File: src/rtl/onebit_sub_pkg.sv
// ---------------------------------------------------------------------------
// onebit_sub_pkg
// Purpose : shared constants for the onebit_sub leaf subtractor cell.
// Contents: RST_VAL - value loaded into every register of the cell on reset.
// ---------------------------------------------------------------------------
package onebit_sub_pkg;

    localparam logic RST_VAL = 1'b0;

endpackage : onebit_sub_pkg

File: src/rtl/onebit_sub_if.sv
// ---------------------------------------------------------------------------
// onebit_sub_if
// Purpose : groups the operand inputs and result outputs of onebit_sub.
// Signals : en, borrow, a, b            -> driven by the master (operand source)
//           start (ONEBIT_SUB_SERIAL_EN) -> driven by the master, marks bit 0
//           d, borrowout                -> combinational result from the slave
//           d_q, borrowout_q, valid_q   -> registered result from the slave
// Macro   : ONEBIT_SUB_SERIAL_EN adds the start signal.
// ---------------------------------------------------------------------------
interface onebit_sub_if;

    logic en;
    logic borrow;
    logic a;
    logic b;
`ifdef ONEBIT_SUB_SERIAL_EN
    logic start;
`endif
    logic d;
    logic borrowout;
    logic d_q;
    logic borrowout_q;
    logic valid_q;

    modport master (
        output en,
        output borrow,
        output a,
        output b,
`ifdef ONEBIT_SUB_SERIAL_EN
        output start,
`endif
        input  d,
        input  borrowout,
        input  d_q,
        input  borrowout_q,
        input  valid_q
    );

    modport slave (
        input  en,
        input  borrow,
        input  a,
        input  b,
`ifdef ONEBIT_SUB_SERIAL_EN
        input  start,
`endif
        output d,
        output borrowout,
        output d_q,
        output borrowout_q,
        output valid_q
    );

endinterface : onebit_sub_if

File: src/rtl/onebit_sub_comb.sv
// ---------------------------------------------------------------------------
// onebit_sub_comb
// Purpose : pure combinational 1-bit full subtractor, a - b - borrow.
// Ports   : i_a         minuend bit
//           i_b         subtrahend bit
//           i_borrow    borrow-in (1 = subtract one more)
//           o_d         difference bit
//           o_borrowout borrow-out (result went below zero)
// ---------------------------------------------------------------------------
module onebit_sub_comb (
    input  logic i_a,
    input  logic i_b,
    input  logic i_borrow,
    output logic o_d,
    output logic o_borrowout
);

    assign o_d         = i_a ^ i_b ^ i_borrow;
    // A borrow is needed whenever b plus borrow-in exceeds a.
    assign o_borrowout = (~i_a & i_b) | (~i_a & i_borrow) | (i_b & i_borrow);

endmodule : onebit_sub_comb

File: src/rtl/onebit_sub.sv
// ---------------------------------------------------------------------------
// onebit_sub
// Purpose : 1-bit full subtractor leaf cell with combinational and registered
//           outputs; optionally a bit-serial multi-bit subtractor.
// Ports   : clk  rising-edge clock
//           rst  asynchronous active-high reset (registered outputs only)
//           bus  onebit_sub_if.slave: en, borrow, a, b, [start] in;
//                d, borrowout, d_q, borrowout_q, valid_q out
// Macro   : ONEBIT_SUB_SERIAL_EN - adds start and an internal borrow register
//           so operands can be streamed LSB first, one bit per en cycle.
// ---------------------------------------------------------------------------
module onebit_sub
    import onebit_sub_pkg::*;
(
    input  logic         clk,
    input  logic         rst,
    onebit_sub_if.slave  bus
);

    logic w_borrow_eff;
    logic w_d;
    logic w_borrowout;
    logic r_d_q;
    logic r_borrowout_q;
    logic r_valid_q;

`ifdef ONEBIT_SUB_SERIAL_EN
    logic r_brw;

    // Select borrow-in: the port on the first bit of a word, the carried borrow afterwards.
    always_comb begin
        w_borrow_eff = 1'b0;
        if (bus.start) begin
            w_borrow_eff = bus.borrow;
        end else begin
            w_borrow_eff = r_brw;
        end
    end

    // Carry the borrow from one serial bit to the next on each enabled edge.
    always_ff @(posedge clk or posedge rst) begin
        if (rst) begin
            r_brw <= RST_VAL;
        end else if (bus.en) begin
            r_brw <= w_borrowout;
        end else begin
            r_brw <= r_brw;
        end
    end
`else
    assign w_borrow_eff = bus.borrow;
`endif

    onebit_sub_comb u_comb (
        .i_a         (bus.a),
        .i_b         (bus.b),
        .i_borrow    (w_borrow_eff),
        .o_d         (w_d),
        .o_borrowout (w_borrowout)
    );

    // Output registers: load on en, hold otherwise; valid marks the cycle after a load.
    always_ff @(posedge clk or posedge rst) begin
        if (rst) begin
            r_d_q         <= RST_VAL;
            r_borrowout_q <= RST_VAL;
            r_valid_q     <= RST_VAL;
        end else if (bus.en) begin
            r_d_q         <= w_d;
            r_borrowout_q <= w_borrowout;
            r_valid_q     <= 1'b1;
        end else begin
            r_d_q         <= r_d_q;
            r_borrowout_q <= r_borrowout_q;
            r_valid_q     <= 1'b0;
        end
    end

    assign bus.d           = w_d;
    assign bus.borrowout   = w_borrowout;
    assign bus.d_q         = r_d_q;
    assign bus.borrowout_q = r_borrowout_q;
    assign bus.valid_q     = r_valid_q;

endmodule : onebit_sub

File: src/flat_wrapper.sv
// flat-port wrapper written by rule: the top's interface ports become plain ports
module onebit_sub_flat import onebit_sub_pkg::*;
  (clk, rst, bus_en, bus_borrow, bus_a, bus_b, bus_d, bus_borrowout, bus_d_q, bus_borrowout_q, bus_valid_q);
  onebit_sub_if bus_i ();
  input  logic clk;
  input  logic rst;
  input wire logic [$bits(bus_i.en)-1:0] bus_en;
  input wire logic [$bits(bus_i.borrow)-1:0] bus_borrow;
  input wire logic [$bits(bus_i.a)-1:0] bus_a;
  input wire logic [$bits(bus_i.b)-1:0] bus_b;
  output wire logic [$bits(bus_i.d)-1:0] bus_d;
  output wire logic [$bits(bus_i.borrowout)-1:0] bus_borrowout;
  output wire logic [$bits(bus_i.d_q)-1:0] bus_d_q;
  output wire logic [$bits(bus_i.borrowout_q)-1:0] bus_borrowout_q;
  output wire logic [$bits(bus_i.valid_q)-1:0] bus_valid_q;
  assign bus_i.en = bus_en;
  assign bus_i.borrow = bus_borrow;
  assign bus_i.a = bus_a;
  assign bus_i.b = bus_b;
  assign bus_d = bus_i.d;
  assign bus_borrowout = bus_i.borrowout;
  assign bus_d_q = bus_i.d_q;
  assign bus_borrowout_q = bus_i.borrowout_q;
  assign bus_valid_q = bus_i.valid_q;
  onebit_sub u_core (.clk(clk), .rst(rst), .bus(bus_i));
endmodule
File: config.mk
export PLATFORM = sky130hd
export DESIGN_NAME = onebit_sub_flat
export DESIGN_NICKNAME = d
export VERILOG_FILES = /design/src/rtl/onebit_sub_pkg.sv /design/src/rtl/onebit_sub_if.sv /design/src/rtl/onebit_sub_comb.sv /design/src/rtl/onebit_sub.sv /design/src/flat_wrapper.sv
export SDC_FILE = /design/constraint.sdc
export NUM_CORES = 1
export LEC_CHECK = 0
export CAP_MARGIN = 0
export CORE_AREA = 2 2 39 41
export DETAILED_ROUTE_END_ITERATION = 12
export DIE_AREA = 0 0 41 43
export HOLD_SLACK_MARGIN = 0.02
export PLACE_DENSITY_LB_ADDON = 0.08
export SYNTH_ARGS = -nofsm -noshare
export SYNTH_HDL_FRONTEND = slang
export SYNTH_HIERARCHICAL = 1
export SYNTH_SLANG_ARGS = --single-unit
File: constraint.sdc
create_clock -name clk -period 1.9 [get_ports clk]
set_input_delay 0.57 -clock clk [delete_from_list [all_inputs] [get_ports clk]]
set_output_delay 0.57 -clock clk [all_outputs]
set_load 0.005 [all_outputs]
# Word-level counts from Yosys, hierarchy flattened
# Index checks and enable logic that the tools add are counted.
# W data, S select, Z words.
classes:
  n_mux: 1
  bitwise: 8
ops:
  columns: ["cell", "count"]
  rows:
  - ["$and A1 B1 Y1", 3]
  - ["$or A1 B1 Y1", 2]
  - ["$xor A1 B1 Y1", 2]
  - ["$mux W1", 1]
  - ["$not A1 Y1", 1]
word_totals:
  register_bits: 3
  output_inout_bits: 5
  word_cells: 12

# Logic depth before layout (Yosys ltp)
# Gate-level depths: netlist (run 1).
logic_depth:
  ltp_word: 4
  ltp_mapped: 4

# Cells and area by module
# The synthesis (run 1) kept the hierarchy.
modules_own_cells:
  columns: ["mod", "n_inst", "cells_each", "area_each_um2", "seq_area_each_um2"]
  rows:
  - ["onebit_sub", 1, 6, 101.3, 75.1]
  - ["onebit_sub_comb", 1, 3, 27.5, 0.0]

# Least setup slack after synthesis (run 1)
# OpenSTA, ideal clock, no wires.
synth_path:
  path_kind: "input -> output"
  from: "input port bus_a"
  to: "output port bus_d"
  arrival_ns: 1.173
  setup_slack_ns: 0.157
  path_stages: 3
  n_path_buf: 0
  path_cell_list: "inv_1 fa_1 inv_1"
synth_between:
  elab_chain_len: 2
synth_lines:
  columns: ["element", "line_no", "text"]
  rows:
  - ["start: declaration", "flat_wrapper.sv:9", "input wire logic [$bits(bus_i.a)-1:0] bus_a;"]
  - ["$xor A1 B1 Y1 (2 in series)", "onebit_sub_comb.sv:18", "assign o_d = i_a ^ i_b ^ i_borrow;"]
  - ["end: declaration", "flat_wrapper.sv:11", "output wire logic [$bits(bus_i.d)-1:0] bus_d;"]
# No other way between the ends.

# Worst setup path after layout (run 1)
layout_path:
  from: "input port bus_borrow"
  to: "output port bus_d"
layout_between:
  elab_chain_len: 1
layout_lines:
  columns: ["element", "line_no", "text"]
  rows:
  - ["start: declaration", "flat_wrapper.sv:8", "input wire logic [$bits(bus_i.borrow)-1:0] bus_borrow;"]
  - ["$xor A1 B1 Y1", "onebit_sub_comb.sv:18", null]
# No other way between the ends.

==> metrics.txt, run 1 <==
fmax=516 MHz; clock skew=0 ns; Yosys top cell area share=about three fifths; fin worst setup slack=-0.0367 ns; total power=about 0.25 mW; wire per inst=~8 µm; port bufs=10; count of cell types in the netlist=4; delay of the slowest cell on the worst path=0.56 ns; Top Ports=11; Avg Cell Area, Syn=approximately 14 µm²; Worst VDD drop=slightly below 300 µV; leakage=around 0.13 nW; violated checks=negative setup slack; worst-path maximum fanout=2; vias per cell=around 2.9; leading area contributor after synthesis=dfrtp_1; status=finished with violations; start of the worst register-to-register path=u_core/bus.borrowout_q$_DFFE_PP0P_; worst-case clock buffer depth=2; final setup fails=1; Hold Path Class=in -> async; Tmin final=between 1.5 and 2 ns; Worst Setup Start Kind=input port; Nets=33; Cell Pwr Density=878 nW/µm²; Starting Density=under 10%; Worst Setup SP=bus_borrow; row count=14; H-tree depth=1; crit-path cells=buf_6 -> fa_2 -> inv_2 -> buf_6; CTS Buf Count=3; CTS root buf=clkbuf_4; flop-to-flop setup slack=~1.2 ns; Syn Inst Count=9; RD Place Congestion=about 0.52; global route overflow=0; post-route clock period utilization=102%; CTS tree=built; Area Overhead vs Synth=121%; relative slew slack=91.0%; TritonRoute pass-1 iters=1; Die Wd=about 40 µm; max-cap viol count=0; n_diodes=0; Post-Route WL=322 µm; first-pass GRT wire length=496 µm; register bit total from synthesis=3; Cells after DPL=36; Final Util=between 20% and 30%; Post-Syn Area=about 130 µm²; worst slew pin tran=between 0.1 and 0.15 ns; Final Hold Viols=0; antenna-violating nets left=0; Post-Syn Nets=16; ranking of synthesized cells by area=dfrtp_1 58%, mux2_2 17%, fa_1 16%; fillers=153; DR vias=about 120; Sink Count=3; RSZ-0062 raised after global routing=true; Core Region=1380 µm²; hold buffers post-CTS=0; register area share after synthesis=between 50% and 60%; starting DRC count in detailed routing=0; Slew Limit Fails=0; largest net degree at the start of global routing=4; Worst setup EP type=output port; initial antenna violation count=0; most used cell, CP=buf_6; die height=between 40 and 50 µm; fin cells=roughly 40; CP required=1.33 ns; critical path's slowest cell=fa_2; Die Footprint=roughly 1800 µm²; Ys Warns=6; vias in the first global route=134; DP Worst Slack=-0.780 ns; Worst-Skew Late Latency=~0.23 ns; Worst EP arrival=~1.4 ns; Worst-path clk slew=about 0.040 ns; CP Class=in -> out; layout cell share with drive strength beyond 1=a little under three fifths; drc violations=0; Tot GR Track Use=~5%
worst max-delay path, delay by kind of cell:
family / cells / cell delay, ns
adder cells (fa/ha/maj): 1 / 0.56
buffers and inverters: 3 / 0.23
where the power goes:
part,leakage (nW),switching (mW),internal [mW]
clock,0.0150,0.0325,0.0787
combinational,0.0818,0.0189,0.0447
sequential,0.0350,0.00345,0.0723
total,0.132,0.0549,0.196
per-layer routing:
layer	vias up	track usage, %	wire [µm]
met1	53	4.55	125
met4	0	6.00	0
met2	7	5.94	151
li1	58	-	-
met5	-	0	0
met3	0	4.71	46
layout by cell type, fill, tap and decap left out, types with 2 or more instances in the layout:
master	instances
clkdlybuf4s50_1	5
clkbuf_4	3
mux2_2	2
inv_2	2
dfrtp_1	3
buf_6	2
buf_4	2
buf_2	2
cells by family (layout without fill, tap and decap cells):
| logic type | after synthesis | in the layout | share of synthesized area [%] |
|---|---|---|---|
| adder cells (fa/ha/maj) | 1 | 1 | 15.5 |
| buffers and inverters | 3 | 19 | 8.74 |
| flip-flops | 3 | 3 | 58.3 |
| multiplexers | 2 | 2 | 17.5 |
area by class of cell:
type                            count  area, µm²  share of cell area [%]
Inverter                            3       11.3                    3.95
Sequential cell                     3       75.1                    26.3
Timing Repair Buffer               12        108                    37.7
Tap cell                           16       20.0                    7.02
Clock buffer                        4       26.3                    9.21
Multi-Input combinational cell      3       45.0                    15.8
final timing paths:
| kind | endpoint | depth (start not counted) |
|---|---|---|
| worst max register to register | u_core/bus.borrowout_q$_DFFE_PP0P_ | 1 |
| worst min register to register | u_core/bus.d_q$_DFFE_PP0P_ | 1 |
| worst max-delay path | bus_d | 4 |
| worst min-delay path | u_core/bus.borrowout_q$_DFFE_PP0P_ | 2 |
| max in group asynchronous | u_core/bus.valid_q$_DFF_PP0_ | 2 |
| min in group clk | u_core/bus.d_q$_DFFE_PP0P_ | 1 |
timing repair:
| item | in CTS | in global routing |
|---|---|---|
| setup endpoints to repair | 2 | 2 |
| buffers inserted | 1 | 0 |
| gates resized for setup | 21 | 2 |
| pin swaps | 1 | 0 |
per-stage QoR:
step	area, µm²	hold slack [ns]	setup TNS [ns]
after floorplan	129	0.324	0
after global placement	256	0.502	-1.66
after detailed placement	256	0.497	-1.71
after CTS	278	0.499	-0.0359
after global routing	285	0.525	-0.0502
final	285	0.505	-0.0367
Yosys cell counts, drive strengths merged:
| library cell | n |
|---|---|
| dfrtp | 3 |
| fa | 1 |
| inv | 3 |
| mux2 | 2 |
registers in the layout, summed over array words and instances, names as in the netlist:
| register | flops |
|---|---|
| u_core/bus.d_q | 1 |
| u_core/bus.valid_q | 1 |
| u_core/bus.borrowout_q | 1 |
Power figures use the tool's default switching activity.
==> inputs of run 2 (changes only) <==
--- a/config.mk
+++ b/config.mk
@@ -5,6 +5,7 @@
 export SDC_FILE = /design/constraint.sdc
 export NUM_CORES = 1
 export LEC_CHECK = 0
+export ABC_AREA = 1
 export CAP_MARGIN = 0
 export CORE_AREA = 2 2 39 41
 export DETAILED_ROUTE_END_ITERATION = 12
==> metrics.txt, run 2 <==
starting DRC count in detailed routing=0 (unchanged); Worst-Skew Late Latency=0.23 ns (about the same); Post-Route WL=404 µm (+25%); count of cell types in the netlist=4 (unchanged); status=finished with violations; Worst Setup Start Kind=input port; vias in the first global route=194 (+45%); leading area contributor after synthesis=dfrtp_1; most common cell in the synthesized netlist=nand2_1; Slew Limit Fails=0 (unchanged); worst-path maximum fanout=2 (unchanged); post-route clock period utilization=101% (-0.92 points); max-cap viol count=0 (unchanged); total power=0.261 mW (+4.0%); Post-synth EDFFs=0 (unchanged); drc violations=0 (unchanged); Tot GR Track Use=6.33% (+1.2 points); global route overflow=0 (unchanged); Starting Density=9.58% (+0.27 points); delay of the slowest cell on the worst path=0.54 ns (-0.02 ns); Yosys top cell area share=56.6% (-1.6 points); Top Ports=11 (unchanged); post-route cell area=320 µm² (+12%); row count=14 (unchanged); hold buffers post-CTS=0 (unchanged); worst-case clock buffer depth=2 (unchanged); Post-Syn Area=133 µm² (+2.9%); Worst EP arrival=1.35 ns (-0.02 ns); most used cell, CP=buf_6; commonest non-fill, non-tap cells in the layout=6 x buf_4, 5 x clkdlybuf4s50_1, 5 x nand2_1; H-tree depth=1 (unchanged); fin worst setup slack=-0.0193 ns (+0.0174 ns); CP Class=in -> out; port bufs=10 (unchanged); Worst-path clk slew=0.03 ns (about the same); antenna-violating nets left=0 (unchanged); vias per cell=3.18 (+10%); leakage=0.171 nW (+29%); critical path's slowest cell=fa_1; RD Place Congestion=0.568 (+9.2%); Sink Count=3 (unchanged); CTS tree=built; Tmin final=1.92 ns (-0.0174 ns); ys async rst share=100% (unchanged); CP required=1.33 ns (about the same); register bit total from synthesis=3 (unchanged); wire per inst=8.08 µm (+2.9%); clock skew=0 ns (unchanged); Hold Path Class=reg -> reg; worst slew pin tran=0.160 ns (+0.0255 ns); Ys Warns=6 (unchanged); Post-DP Area=268 µm² (+4.4%); die height=43 µm (unchanged); n_diodes=0 (unchanged); initial antenna violation count=0 (unchanged); Worst VDD drop=147 µV (-50%); CTS root buf=clkbuf_4; largest net degree at the start of global routing=5 (+1); Final Hold Viols=0 (unchanged); Avg Cell Area, Syn=9.47 µm² (-34%); final setup fails=1 (unchanged); Core Region=1380 µm² (unchanged); TritonRoute pass-1 iters=1 (unchanged); Sequential Area=75.1 µm² (unchanged); DR vias=159 (+35%); Worst setup EP type=output port; Die Wd=41 µm (unchanged); violated checks=negative setup slack; crit-path cells=buf_6 -> fa_1 -> inv_2 -> buf_6; Hold WS=0.468 ns (-0.0370 ns); Area Overhead vs Synth=142%; CTS Buf Count=3 (unchanged); fillers=157 (+2.6%); synth cell count leaders=6 x nand2_1, 4 x inv_1, 3 x dfrtp_1, 1 x fa_1; prevailing post-synth register cell=dfrtp_1; Die Footprint=1760 µm² (unchanged); register area share after synthesis=56.6% (-1.6 points); ranking of synthesized cells by area=dfrtp_1 57%, nand2_1 17%, fa_1 15%; Syn Inst Count=14 (+5); Cell Pwr Density=813 nW/µm² (-7.4%); Nets=42 (+27%); most common cell after layout, fill and taps aside=buf_4; DP Worst Slack=-0.794 ns (-0.0140 ns); Post-Syn Nets=21 (+5); area of the multi-input gates=45.0 µm² (unchanged); first-pass GRT wire length=634 µm (+28%); layout cell share with drive strength beyond 1=47.1% (-8.9 points); relative slew slack=89.3% (-1.7 points); fmax=521 MHz (+0.91%); RSZ-0062 raised after global routing=true
run 2: cell count changes after synthesis, sizes merged:
cell,change
nand2,+6
mux2,-2
inv,+1
run 2: repair_timing:
| action | in CTS | in global routing |
|---|---|---|
| pin swaps | 1 | 2 |
| buffers inserted | 5 | 0 |
| resized for setup | 18 | 5 |
| setup endpoints to repair | 2 | 3 |
run 2: cell type report:
class / instances / area share, %
multi-input cells: 7 / 14.1
inverters: 4 / 4.69
repair buffers: 16 / 43.4
well taps: 16 / 6.25
clock buffers: 4 / 8.20
flip-flops and latches: 3 / 23.4
run 2: metal layers:
layer  global-route usage (%)  vias up  part of all wire [%]
li1                         -       77                     -
met1                     4.50       74                    29
met2                     8.44        8                    56
met3                     2.09        0                    14
met4                     12.0        0                     0
met5                        0        -                     0
run 2: path summary, 6_finish.rpt:
kind,from,endpoint,slack [ns],cells past startpoint
worst max-delay path,bus_b,bus_d,-0.02,4
worst max register to register,u_core/bus.d_q$_DFFE_PP0P_,u_core/bus.d_q$_DFFE_PP0P_,1.31,2
max in group asynchronous,rst,u_core/bus.borrowout_q$_DFFE_PP0P_,1.26,2
worst min register to register,u_core/bus.borrowout_q$_DFFE_PP0P_,u_core/bus.borrowout_q$_DFFE_PP0P_,0.47,2
min in group asynchronous,rst,u_core/bus.d_q$_DFFE_PP0P_,0.51,2
worst min-delay path,u_core/bus.borrowout_q$_DFFE_PP0P_,u_core/bus.borrowout_q$_DFFE_PP0P_,0.47,2
run 2: stage by stage:
step | util (%) | instances | setup TNS [ns]
2_1_floorplan | - | 14 | 0
4_1_cts | 23.0 | 51 | -0.0261
6_report | 23.1 | 50 | -0.0193
3_5_place_dp | 19.3 | 42 | -1.53
3_3_place_gp | 19.3 | 42 | -1.52
5_1_grt | 23.1 | 50 | -0.0589
run 2: cell families (layout without fill, tap and decap cells):
family	Yosys count	in the layout	synth area share, %
AND/OR/NAND/NOR	6	6	17.0
buffers and inverters	4	24	11.3
flip-flops	3	3	56.6
adder cells (fa/ha/maj)	1	1	15.1
run 2: worst max-delay path: cells and delay by family:
kind	cells	cell delay [ns]
buf+inv	3	0.23
fa+ha+maj	1	0.54
run 2: report_power, final:
part	internal, mW	switching [mW]	leakage (nW)
combinational	0.0527	0.0241	0.120
clock	0.0786	0.0313	0.0150
sequential	0.0709	0.00288	0.0360
total	0.202	0.0583	0.171
